--- config.mk ---
export PLATFORM = sky130hd
export DESIGN_NAME = clk_gen_multi
export DESIGN_NICKNAME = d
export VERILOG_FILES = /design/src/rtl/clk_gen_pkg.sv /design/src/rtl/clk_gen_ch.sv /design/src/rtl/clk_gen_multi.sv
export SDC_FILE = /design/constraint.sdc
export NUM_CORES = 1
export LEC_CHECK = 0
export ABC_AREA = 1
export CAP_MARGIN = 20
export CORE_ASPECT_RATIO = 1.2
export CORE_MARGIN = 4
export CORE_UTILIZATION = 38
export DETAILED_ROUTE_END_ITERATION = 8
export GPL_ROUTABILITY_DRIVEN = 0
export PLACE_DENSITY_LB_ADDON = 0.3
export SLEW_MARGIN = 15
export SYNTH_ARGS = -nofsm -noshare
export SYNTH_HDL_FRONTEND = slang
export SYNTH_SLANG_ARGS = --single-unit
--- constraint.sdc ---
create_clock -name clk -period 2.56 [get_ports clk]
set_clock_uncertainty 0.1 [all_clocks]
set_input_delay 0.512 -clock clk [delete_from_list [all_inputs] [get_ports clk]]
set_output_delay 0.512 -clock clk [all_outputs]
set_load 0.02 [all_outputs]
--- src/rtl/clk_gen_pkg.sv ---
`default_nettype none
// ============================================================================
// Module   : clk_gen_pkg
// Brief    : Shared defaults and types for the clk_gen_multi clock divider.
// Revision : 1.0 - initial release
// ============================================================================
package clk_gen_pkg;

    localparam int C_DIV_W       = 16;
    localparam int C_DEFAULT_DIV = 2500;

    typedef logic [C_DIV_W-1:0] div_t;

    // Channel-select width: clog2 of the channel count, never below one bit.
    function automatic int sel_width(input int n_ch);
        return (n_ch > 1) ? $clog2(n_ch) : 1;
    endfunction

endpackage
`default_nettype wire

--- src/rtl/clk_gen_ch.sv ---
`default_nettype none
// ============================================================================
// Module   : clk_gen_ch
// Brief    : One divided-clock channel: counter, shadowed divisor, halt-high
//            parking and (with CLK_GEN_STEP_EN defined) single-step release.
// Revision : 1.0 - initial release
// ============================================================================
module clk_gen_ch
    import clk_gen_pkg::*;
#(
    parameter int DIV_W       = C_DIV_W,
    parameter int DEFAULT_DIV = C_DEFAULT_DIV
) (
    input  logic             clk,
    input  logic             reset,
    input  logic             div_wr,
    input  logic [DIV_W-1:0] div_data,
    input  logic             halt_req,
    input  logic             step_req,
    output logic             clk_out,
    output logic             rise,
    output logic             halted
);

    localparam logic [DIV_W-1:0] C_RST_DIV = DIV_W'(DEFAULT_DIV);

    logic [DIV_W-1:0] r_cnt;
    logic [DIV_W-1:0] r_div_act;
    logic [DIV_W-1:0] r_div_shadow;
    logic             r_clk_out;
    logic             r_rise;
    logic             w_step_pend;
    logic             w_park;
    logic             w_run;
    logic             w_wrap;

    // Park point is the first cycle of a high phase.
    assign w_park = halt_req && r_clk_out && (r_cnt == '0);
    assign w_run  = !w_park || w_step_pend;
    assign w_wrap = (r_cnt == r_div_act);

    always_ff @(posedge clk) begin
        if (reset) begin
            r_cnt        <= '0;
            r_div_act    <= C_RST_DIV;
            r_div_shadow <= C_RST_DIV;
            r_clk_out    <= 1'b0;
            r_rise       <= 1'b0;
        end else begin
            if (div_wr) begin
                r_div_shadow <= div_data;
            end
            r_rise <= 1'b0;
            if (w_run) begin
                if (w_wrap) begin
                    // Old shadow is loaded even when a write lands this cycle.
                    r_cnt     <= '0;
                    r_clk_out <= !r_clk_out;
                    r_div_act <= r_div_shadow;
                    r_rise    <= !r_clk_out;
                end else begin
                    r_cnt <= r_cnt + DIV_W'(1);
                end
            end
        end
    end

`ifdef CLK_GEN_STEP_EN
    logic r_step_pend;

    // A pending step forces one advancing cycle, which also clears it.
    always_ff @(posedge clk) begin
        if (reset) begin
            r_step_pend <= 1'b0;
        end else if (r_step_pend) begin
            r_step_pend <= 1'b0;
        end else if (step_req && w_park) begin
            r_step_pend <= 1'b1;
        end
    end

    assign w_step_pend = r_step_pend;
`else
    logic w_unused_step;

    assign w_step_pend   = 1'b0;
    assign w_unused_step = step_req;
`endif

    assign clk_out = r_clk_out;
    assign rise    = r_rise;
    assign halted  = w_park && !w_step_pend;

endmodule
`default_nettype wire

--- src/rtl/clk_gen_multi.sv ---
`default_nettype none
// ============================================================================
// Module   : clk_gen_multi
// Brief    : N_CH independent programmable clock dividers with halt and
//            single-step control; single-step present when CLK_GEN_STEP_EN
//            is defined.
// Revision : 1.0 - initial release
// ============================================================================
module clk_gen_multi
    import clk_gen_pkg::*;
#(
    parameter int N_CH        = 2,
    parameter int DIV_W       = C_DIV_W,
    parameter int DEFAULT_DIV = C_DEFAULT_DIV,
    parameter int SEL_W       = sel_width(N_CH)
) (
    input  logic             clk,
    input  logic             reset,
    input  logic             div_wr,
    input  logic [SEL_W-1:0] div_sel,
    input  logic [DIV_W-1:0] div_data,
    input  logic [N_CH-1:0]  halt_req,
    input  logic [N_CH-1:0]  step_req,
    output logic [N_CH-1:0]  clk_out,
    output logic [N_CH-1:0]  rise,
    output logic [N_CH-1:0]  halted
);

    generate
        for (genvar i = 0; i < N_CH; i++) begin : g_ch
            logic w_wr;

            // Full-width compare: selects at or above N_CH match no channel.
            assign w_wr = div_wr && (div_sel == SEL_W'(i));

            clk_gen_ch #(
                .DIV_W       (DIV_W),
                .DEFAULT_DIV (DEFAULT_DIV)
            ) u_ch (
                .clk      (clk),
                .reset    (reset),
                .div_wr   (w_wr),
                .div_data (div_data),
                .halt_req (halt_req[i]),
                .step_req (step_req[i]),
                .clk_out  (clk_out[i]),
                .rise     (rise[i]),
                .halted   (halted[i])
            );
        end
    endgenerate

endmodule
`default_nettype wire
==> impl_metrics.env, run 1 <==
export IMPL_seqCellArea_mm2=0.00200
export IMPL_num_io_pins=30
export IMPL_muxShareOfSynthArea_pct=0
export IMPL_finalCriticalPeriod_ps=2430
export IMPL_synthTopCellsByArea="dfxtp_1 39%, nand2_1 15%, nor2_1 8.0%"
export IMPL_grt_pass1_wl_mm=19.9
export IMPL_worst_slew_pin_slew_ps=536
export IMPL_powerDensity_mw_per_mm2=554
export IMPL_antenna_found_initial=0
export IMPL_slowest_delay_ps=500
export IMPL_max_freq_ghz=0.411
export IMPL_cap_violations=0
export IMPL_synthAdderAreaFrac_pct=0.987
export IMPL_via_per_inst=4.75
export IMPL_syn_inst=757
export IMPL_synth_most_common_cell="nand2_1"
export IMPL_synth_compound_area_share_pct=2.57
export IMPL_vias=4540
export IMPL_wire_per_inst_um=12.5
export IMPL_antenna_left=0
export IMPL_min_period_over_period_pct=95.0
export IMPL_grt_max_degree=46
export IMPL_die_y_um=135
export IMPL_dp_cells=939
export IMPL_hold_path_depth=2
export IMPL_fin_cells=955
export IMPL_nets=810
export IMPL_synthDominantCellAreaShare_pct=39.5
export IMPL_postCtsHoldBufs=0
export IMPL_crit_path_end_kind="output pin"
export IMPL_port_buffers=27
export IMPL_clkTransAtPathRegs_ps=80
export IMPL_cp_start_kind="input port"
export IMPL_die_x_um=113
export IMPL_reg2reg_depth=9
export IMPL_initial_core_util_pct=38.7
export IMPL_setup_viol=0
export IMPL_ys_flop_type="dfxtp_1"
export IMPL_synth_distinct_cells=24
export IMPL_grt_overflow_total=0
export IMPL_cts_htree_levels=3
export IMPL_coreArea_mm2=0.0131
export IMPL_drive_gt1_share_pct=7.75
export IMPL_grt_pass1_vias=4131
export IMPL_yosysSeqAreaShare_pct=39.5
export IMPL_crit_fanout=3
export IMPL_post_cts_setup_buffers=0
export IMPL_status="finished, final reports clean"
export IMPL_ys_seq_elements=100
export IMPL_dp_final_hpwl_mm=9.06
export IMPL_syn_mean_instance_area_um2=6.70
export IMPL_drc=0
export IMPL_hp_class="flop to flop"
export IMPL_rsz0062_at_grt="no"
export IMPL_hold_viol_final=0
export IMPL_finalPower_uw=3240
export IMPL_dieArea_mm2=0.0153
export IMPL_slew_headroom_pct=64.2
export IMPL_cts_sinks=100
export IMPL_synth_cell_area_mm2=0.00507
export IMPL_multiInputGateArea_mm2=0.00257
export IMPL_num_antenna_cells=0
export IMPL_firstDrtPassIters=4
export IMPL_core_rowCount=46
export IMPL_path_class="input port to output pin"
export IMPL_synth_nets=785
export IMPL_groute_usage_overall_pct=16.3
export IMPL_utilization_pct=44.6
export IMPL_routed_wl_mm=11.9
export IMPL_clockBufferDepth=2
export IMPL_critPathRequiredTime_ps=1950
export IMPL_cp_slowest_cell="clkdlybuf4s50_1"
export IMPL_drv_slew=0
export IMPL_synth_warnings=0
export IMPL_async_reset_ff_share_pct=0
export IMPL_drt_iter0_markers=217
export IMPL_cts_buffers=9
export IMPL_worstPathArrival_ps=1820
export IMPL_cp_cell_sequence="clkdlybuf4s50_1 > nand3_1 > nor3_1 > nand2_1 > inv_1 > dlygate4sd2_1"
export IMPL_cts_tree="done"
export IMPL_synth_simple_gate_area_share_pct=41.2
export IMPL_yosys_top_cells_count="208 x nand2_1, 108 x nor2_1, 100 x dfxtp_1, 78 x inv_1, 74 x nand3_1"
export IMPL_clk_latency_ps=350
export IMPL_vdd_ir_drop_max_uv=348
export IMPL_synth_xor_area_share_pct=5.87
export IMPL_yosysTopAreaCell="dfxtp_1"
export IMPL_syn_to_final_growth_pct=15.5
export IMPL_synth_edf_count=0
export IMPL_fillCellCount=1399
export IMPL_power_leakage_uw=0.00270
export IMPL_synth_top_family_by_area="simple AND/OR/NAND/NOR gates"
export IMPL_cts_root_buffer="clkbuf_16"
-- final cells by class --
class	count	share of cell area, %
well taps	168	3.59
inverters	91	5.83
clock inverters	7	1.41
clock buffers	9	3.84
multi-input cells	535	43.8
repair buffers	45	7.30
flip-flops and latches	100	34.2
-- report_power, final --
group / internal [uW] / switching (uW) / total, uW
clock network: 774 / 637 / 1410
logic: 89.4 / 121 / 210
registers: 1600 / 27.5 / 1620
total: 2460 / 786 / 3240
-- logic make-up (layout without fill, tap and decap cells) --
| logic type | count (synthesis) | after routing |
|---|---|---|
| XOR/XNOR | 34 | 34 |
| buffers and inverters | 122 | 152 |
| adder cells (fa/ha/maj) | 4 | 4 |
| flip-flops | 100 | 100 |
| AND/OR/NAND/NOR | 471 | 471 |
| AO/OA/AOI/OAI | 26 | 26 |
-- stage by stage --
step           area (um2)  TNS [ps]  hold slack [ps]  setup slack (ps)
3_5_place_dp         5550      -130              349              -130
2_1_floorplan        5070         0              329               673
3_3_place_gp         5550      -144              349              -144
5_1_grt              5860         0              390              55.3
4_1_cts              5860         0              369               132
6_report             5860         0              364               127
-- layer usage --
| layer | wire (um) | vias to the layer above | share of wire, % | global-route usage (%) |
|---|---|---|---|---|
| met1 | 5280 | 2026 | 44 | 19.1 |
| li1 | - | 2454 | - | - |
| met5 | 0 | - | 0 | 0 |
| met4 | 234 | 0 | 2.0 | 5.88 |
| met3 | 275 | 15 | 2.3 | 3.00 |
| met2 | 6120 | 45 | 51 | 29.3 |
-- path summary, 6_finish.rpt --
kind	endpoint	slack, ps	from
setup / recovery	halted[1]	130	halt_req[1]
hold / removal	g_ch[0].u_ch.r_div_act[14]	360	g_ch[0].u_ch.r_div_shadow[14]
setup reg to reg	g_ch[0].u_ch.r_cnt[0]	600	g_ch[0].u_ch.r_cnt[0]
hold reg to reg	g_ch[0].u_ch.r_div_act[14]	360	g_ch[0].u_ch.r_div_shadow[14]
-- timing repair --
item                       in CTS  in global routing
gates resized for setup         2                  0
hold endpoints to repair        0                  0
setup endpoints to repair       2                  0
-- critical path, delay by kind of cell --
family | cells | cell delay [ps]
buffers and inverters | 3 | 880
AND/OR/NAND/NOR | 3 | 420
-- registers in the layout (all words and copies together), names as in the netlist --
name and cells:
g_ch.u_ch.r_cnt 32, g_ch.u_ch.r_div_act 32, g_ch.u_ch.r_div_shadow 32, g_ch.u_ch.clk_out 2
g_ch.u_ch.rise 2
-- layout by cell type (no fill, tap or decap), drive strengths merged, types with 2 or more instances in the layout --
cell	netlist	final
nand2	209	209
nor2	117	117
dfxtp	100	100
inv	91	94
nand3	77	77
nand4	44	44
xor2	29	29
clkdlybuf4s50	0	25
o21ai	24	24
nor3	22	22
buf	16	18
clkbuf	15	9
xnor2	5	5
ha	4	4
a21oi	2	2
clkinvlp	0	2
dlygate4sd2	0	2
Note: power is estimated with default switching activity, not from simulation.
==> run 2, diff against run 1 <==
--- a/config.mk
+++ b/config.mk
@@ -9,7 +9,7 @@
 export CAP_MARGIN = 20
 export CORE_ASPECT_RATIO = 1.2
 export CORE_MARGIN = 4
-export CORE_UTILIZATION = 38
+export CORE_UTILIZATION = 54
 export DETAILED_ROUTE_END_ITERATION = 8
 export GPL_ROUTABILITY_DRIVEN = 0
 export PLACE_DENSITY_LB_ADDON = 0.3
==> impl_metrics.env, run 2 (synthesized netlist as in run 1, its figures left out) <==
export IMPL_fin_cells=904
export IMPL_layout_commonest_cell="nand2_1"
export IMPL_slowest_delay_ps=420
export IMPL_clk_latency_ps=370
export IMPL_groute_usage_overall_pct=22.7
export IMPL_port_buffers=27
export IMPL_clockBufferDepth=2
export IMPL_min_period_over_period_pct=89.9
export IMPL_core_rowCount=38
export IMPL_powerDensity_mw_per_mm2=519
export IMPL_setup_viol=0
export IMPL_layout_setup_ws_ps=260
export IMPL_clkTransAtPathRegs_ps=90
export IMPL_cp_cell_sequence="inv_1 > ha_1 > nand2_1 > nor2_1 > nand3_1 > inv_1 > dlygate4sd2_1"
export IMPL_cts_htree_levels=3
export IMPL_nets=808
export IMPL_dieArea_mm2=0.0110
export IMPL_multiInputGateArea_mm2=0.00257
export IMPL_grt_pass1_vias=4452
export IMPL_die_x_um=96.5
export IMPL_grt_max_degree=37
export IMPL_num_antenna_cells=0
export IMPL_top_regs="g_ch.u_ch.r_cnt: 32 flops, g_ch.u_ch.r_div_act: 32 flops, g_ch.u_ch.r_div_shadow: 32 flops"
export IMPL_hold_path_depth=2
export IMPL_crit_fanout=5
export IMPL_cpMostUsedCell="inv_1"
export IMPL_critPathRequiredTime_ps=1950
export IMPL_via_per_inst=5.23
export IMPL_hp_class="flop to flop"
export IMPL_power_leakage_uw=0.00264
export IMPL_cts_sinks=100
export IMPL_firstDrtPassIters=4
export IMPL_initial_core_util_pct=55.6
export IMPL_post_cts_resized=2
export IMPL_coreArea_mm2=0.00913
export IMPL_hold_slack_ps=370
export IMPL_dp_cells=889
export IMPL_seqCellArea_mm2=0.00200
export IMPL_post_cts_setup_buffers=0
export IMPL_num_io_pins=30
export IMPL_dp_final_hpwl_mm=9.11
export IMPL_routed_wl_mm=11.8
export IMPL_grt_pass1_wl_mm=19.8
export IMPL_tns_ps=0
export IMPL_crit_path_end_kind="output pin"
export IMPL_vdd_ir_drop_max_uv=284
export IMPL_cts_tree="done"
export IMPL_grt_overflow_total=0
export IMPL_antenna_left=0
export IMPL_cap_violations=0
export IMPL_status="finished, final reports clean"
export IMPL_reg2reg_depth=9
export IMPL_die_y_um=114
export IMPL_drv_slew=0
export IMPL_cp_start_kind="flop"
export IMPL_drive_gt1_share_pct=7.53
export IMPL_cts_root_buffer="clkbuf_8"
export IMPL_worst_slew_pin_slew_ps=602
export IMPL_worstPathArrival_ps=1690
export IMPL_path_class="flop to output pin"
export IMPL_drc=0
export IMPL_hold_viol_final=0
export IMPL_slew_headroom_pct=59.8
export IMPL_cp_slowest_cell="dfxtp_1"
export IMPL_rsz0062_at_grt="no"
export IMPL_pre_cts_ws_ps=-187
export IMPL_wire_per_inst_um=13.0
export IMPL_finalCriticalPeriod_ps=2300
export IMPL_cts_buffers=9
export IMPL_antenna_found_initial=0
export IMPL_fillCellCount=882
export IMPL_drt_iter0_markers=244
export IMPL_finalPower_uw=2940
export IMPL_max_freq_ghz=0.435
export IMPL_vias=4724
export IMPL_syn_to_final_growth_pct=12.0
export IMPL_mostFrequentLayoutCells="208 x nand2_1, 108 x nor2_1, 100 x dfxtp_1, 77 x inv_1, 74 x nand3_1"
export IMPL_postCtsHoldBufs=0
## run 2: layer usage
metal / GRT usage, % / up-vias / part of all wire [%]
met4: 11.6 / 0 / 3.8
li1: - / 2440 / -
met3: 3.81 / 35 / 2.8
met5: 0 / - / 0
met1: 24.3 / 2165 / 40
met2: 41.9 / 84 / 53
## run 2: final timing paths
| kind | startpoint | endpoint | slack (ps) |
|---|---|---|---|
| worst min register to register | g_ch[0].u_ch.r_div_shadow[15] | g_ch[0].u_ch.r_div_act[15] | 370 |
| worst max-delay path | g_ch[0].u_ch.r_cnt[0] | halted[0] | 260 |
| worst min-delay path | g_ch[0].u_ch.r_div_shadow[15] | g_ch[0].u_ch.r_div_act[15] | 370 |
| worst max register to register | g_ch[0].u_ch.r_cnt[0] | g_ch[0].u_ch.r_cnt[0] | 430 |
## run 2: final cells by class
cell class | count | share of cell area (%)
clock buffers | 11 | 2.49
clock inverters | 4 | 1.30
multi-input cells | 535 | 45.3
well taps | 120 | 2.64
flip-flops and latches | 100 | 35.3
inverters | 91 | 6.01
repair buffers | 43 | 6.98
## run 2: through the flow
step | util, % | cell area, um2
3_3_place_gp | 59.9 | 5470
5_1_grt | 62.2 | 5680
2_1_floorplan | - | 5070
3_5_place_dp | 59.9 | 5470
6_report | 62.2 | 5680
4_1_cts | 62.2 | 5680
## run 2: power by group
| part | internal [uW] | switching, uW | total (uW) |
|---|---|---|---|
| clock | 573 | 537 | 1110 |
| sequential | 1600 | 29.4 | 1630 |
| combinational | 89.6 | 120 | 209 |
| total | 2260 | 686 | 2940 |
## run 2: critical path: cells and delay by family, from the launching register on
family | cells | cell delay [ps]
fa+ha+maj | 1 | 240
flops | 1 | 420
simple gates | 3 | 210
buf+inv | 3 | 460
==> run 3, diff against run 2 <==
--- a/config.mk
+++ b/config.mk
@@ -8,8 +8,7 @@
 export ABC_AREA = 1
 export CAP_MARGIN = 20
 export CORE_ASPECT_RATIO = 1.2
-export CORE_MARGIN = 4
-export CORE_UTILIZATION = 54
+export CORE_UTILIZATION = 50
 export DETAILED_ROUTE_END_ITERATION = 8
 export GPL_ROUTABILITY_DRIVEN = 0
 export PLACE_DENSITY_LB_ADDON = 0.3
==> impl_metrics.env, run 3 (synthesized netlist as in run 1, its figures left out) <==
export IMPL_die_y_um=112
export IMPL_grt_pass1_wl_mm=20.7
export IMPL_clkTransAtPathRegs_ps=70
export IMPL_groute_usage_overall_pct=24.8
export IMPL_path_class="input port to output pin"
export IMPL_fin_cells=908
export IMPL_dieArea_mm2=0.0106
export IMPL_finalPower_uw=3510
export IMPL_num_antenna_cells=0
export IMPL_utilization_pct=60.2
export IMPL_grt_pass1_vias=4663
export IMPL_routed_wl_mm=12.0
export IMPL_vdd_ir_drop_max_uv=292
export IMPL_reg2reg_depth=9
export IMPL_initial_core_util_pct=52.2
export IMPL_antenna_left=0
export IMPL_pre_cts_ws_ps=-98.9
export IMPL_fillCellCount=891
export IMPL_critPathRequiredTime_ps=1950
export IMPL_drv_slew=0
export IMPL_drive_gt1_share_pct=7.52
export IMPL_syn_to_final_growth_pct=15.2
export IMPL_antenna_found_initial=0
export IMPL_crit_path_end_kind="output pin"
export IMPL_r2r_setup_slack_ps=600
export IMPL_cts_tree="done"
export IMPL_crit_end="halted[1]"
export IMPL_netSwitchingFraction_pct=21.8
export IMPL_min_period_over_period_pct=93.6
export IMPL_clkPwrFrac_pct=47.8
export IMPL_coreArea_mm2=0.00971
export IMPL_r2r_end="g_ch[1].u_ch.r_cnt[11]"
export IMPL_cts_buffers=9
export IMPL_core_rowCount=39
export IMPL_port_buffers=27
export IMPL_grt_overflow_total=0
export IMPL_grt_max_degree=46
export IMPL_layout_setup_ws_ps=164
export IMPL_p_int_uw=2750
export IMPL_cp_start_kind="input port"
export IMPL_worst_slew_pin_slew_ps=542
export IMPL_clk_latency_ps=340
export IMPL_switching_power_uw=765
export IMPL_firstDrtPassIters=4
export IMPL_p_seq_share_pct=46.3
export IMPL_post_cts_setup_buffers=0
export IMPL_die_x_um=93.9
export IMPL_power_leakage_uw=0.00273
export IMPL_p_comb_share_pct=5.9
export IMPL_wire_per_inst_um=13.3
export IMPL_setup_viol=0
export IMPL_vias=4750
export IMPL_cts_htree_levels=3
export IMPL_rr_startpoint="g_ch[1].u_ch.r_cnt[10]"
export IMPL_crit_fanout=3
export IMPL_top_regs="g_ch.u_ch.r_cnt: 32 flops, g_ch.u_ch.r_div_act: 32 flops, g_ch.u_ch.r_div_shadow: 32 flops"
export IMPL_cap_violations=0
export IMPL_cts_sinks=100
export IMPL_drt_iter0_markers=270
export IMPL_via_per_inst=5.23
export IMPL_cts_root_buffer="clkbuf_16"
export IMPL_num_io_pins=30
export IMPL_nets=808
export IMPL_rsz0062_at_grt="no"
export IMPL_startpoint="halt_req[1]"
export IMPL_finalCriticalPeriod_ps=2400
export IMPL_hp_class="flop to flop"
export IMPL_worstPathArrival_ps=1780
export IMPL_dp_cells=892
export IMPL_hold_viol_final=0
export IMPL_slew_headroom_pct=63.8
export IMPL_max_freq_ghz=0.417
export IMPL_dp_final_hpwl_mm=9.02
export IMPL_layout_commonest_cell="nand2_1"
export IMPL_drc=0
export IMPL_tns_ps=0
export IMPL_mostFrequentLayoutCells="208 x nand2_1, 108 x nor2_1, 100 x dfxtp_1, 77 x inv_1, 74 x nand3_1"
export IMPL_powerDensity_mw_per_mm2=601
export IMPL_clockBufferDepth=2
export IMPL_status="finished, final reports clean"
==> run 3: changes by cell type in the layout (fill, tap and decap cells not counted), sizes merged <==
cell | previous run | this run
clkinv | 2 | 1
clkbuf | 12 | 9
dlymetal6s2s | 0 | 1
inv | 91 | 92
bufinv | 2 | 4
clkinvlp | 0 | 1
==> run 3: power by group through the flow <==
| stage | clock network, uW | registers, uW | logic [uW] |
|---|---|---|---|
| finish | 1680 | 1620 | 207 |
| global route | 1760 | 1630 | 237 |
| CTS | 1690 | 1620 | 209 |
| detailed placement | 0 | 1660 | 207 |
| global placement | 0 | 1660 | 201 |
| floorplan | 0 | 1650 | 130 |
==> run 3: worst min path at each step <==
stage,cells past startpoint,to,from
6_report,2,g_ch[0].u_ch.r_div_act[10],g_ch[0].u_ch.r_div_shadow[10]
5_1_grt,2,g_ch[1].u_ch.r_div_act[5],g_ch[1].u_ch.r_div_shadow[5]
4_1_cts,2,g_ch[1].u_ch.r_div_act[13],g_ch[1].u_ch.r_div_shadow[13]
3_5_place_dp,2,g_ch[0].u_ch.r_div_shadow[6],g_ch[0].u_ch.r_div_shadow[6]
3_3_place_gp,2,g_ch[0].u_ch.r_div_shadow[2],g_ch[0].u_ch.r_div_shadow[2]
2_1_floorplan,2,g_ch[0].u_ch.r_div_shadow[11],g_ch[0].u_ch.r_div_shadow[11]
==> run 3: worst max-delay path, cell delays in order <==
cell             delay [ps]
clkdlybuf4s50_1         490
nand3_1                 100
nor3_1                  200
nand2_1                 110
inv_1                    60
dlygate4sd2_1           320
==> run 3: area by class of cell <==
cell class	count	area [um2]	share of cell area, %
Clock buffer	9	225	3.85
Inverter	91	342	5.85
Sequential cell	100	2000	34.3
Multi-Input combinational cell	535	2570	44.0
Timing Repair Buffer	43	404	6.92
Clock inverter	7	148	2.53
Tap cell	123	154	2.63
==> run 3: repair_timing <==
item | in CTS | in global routing
hold buffers | 0 | 0
gates resized for setup | 1 | 1
endpoints found under the setup margin | 1 | 1
==> run 3: metal layers <==
metal  GRT usage (%)  wire, um
met5               0         0
met4            12.4       451
met3            4.00       394
met2            46.0      6340
met1            26.6      4860
==> run 3: through the flow <==
step | cell area (um2) | hold WS, ps
6_report | 5840 | 368
5_1_grt | 5840 | 392
4_1_cts | 5840 | 371
3_5_place_dp | 5470 | 351
3_3_place_gp | 5470 | 353
2_1_floorplan | 5070 | 329
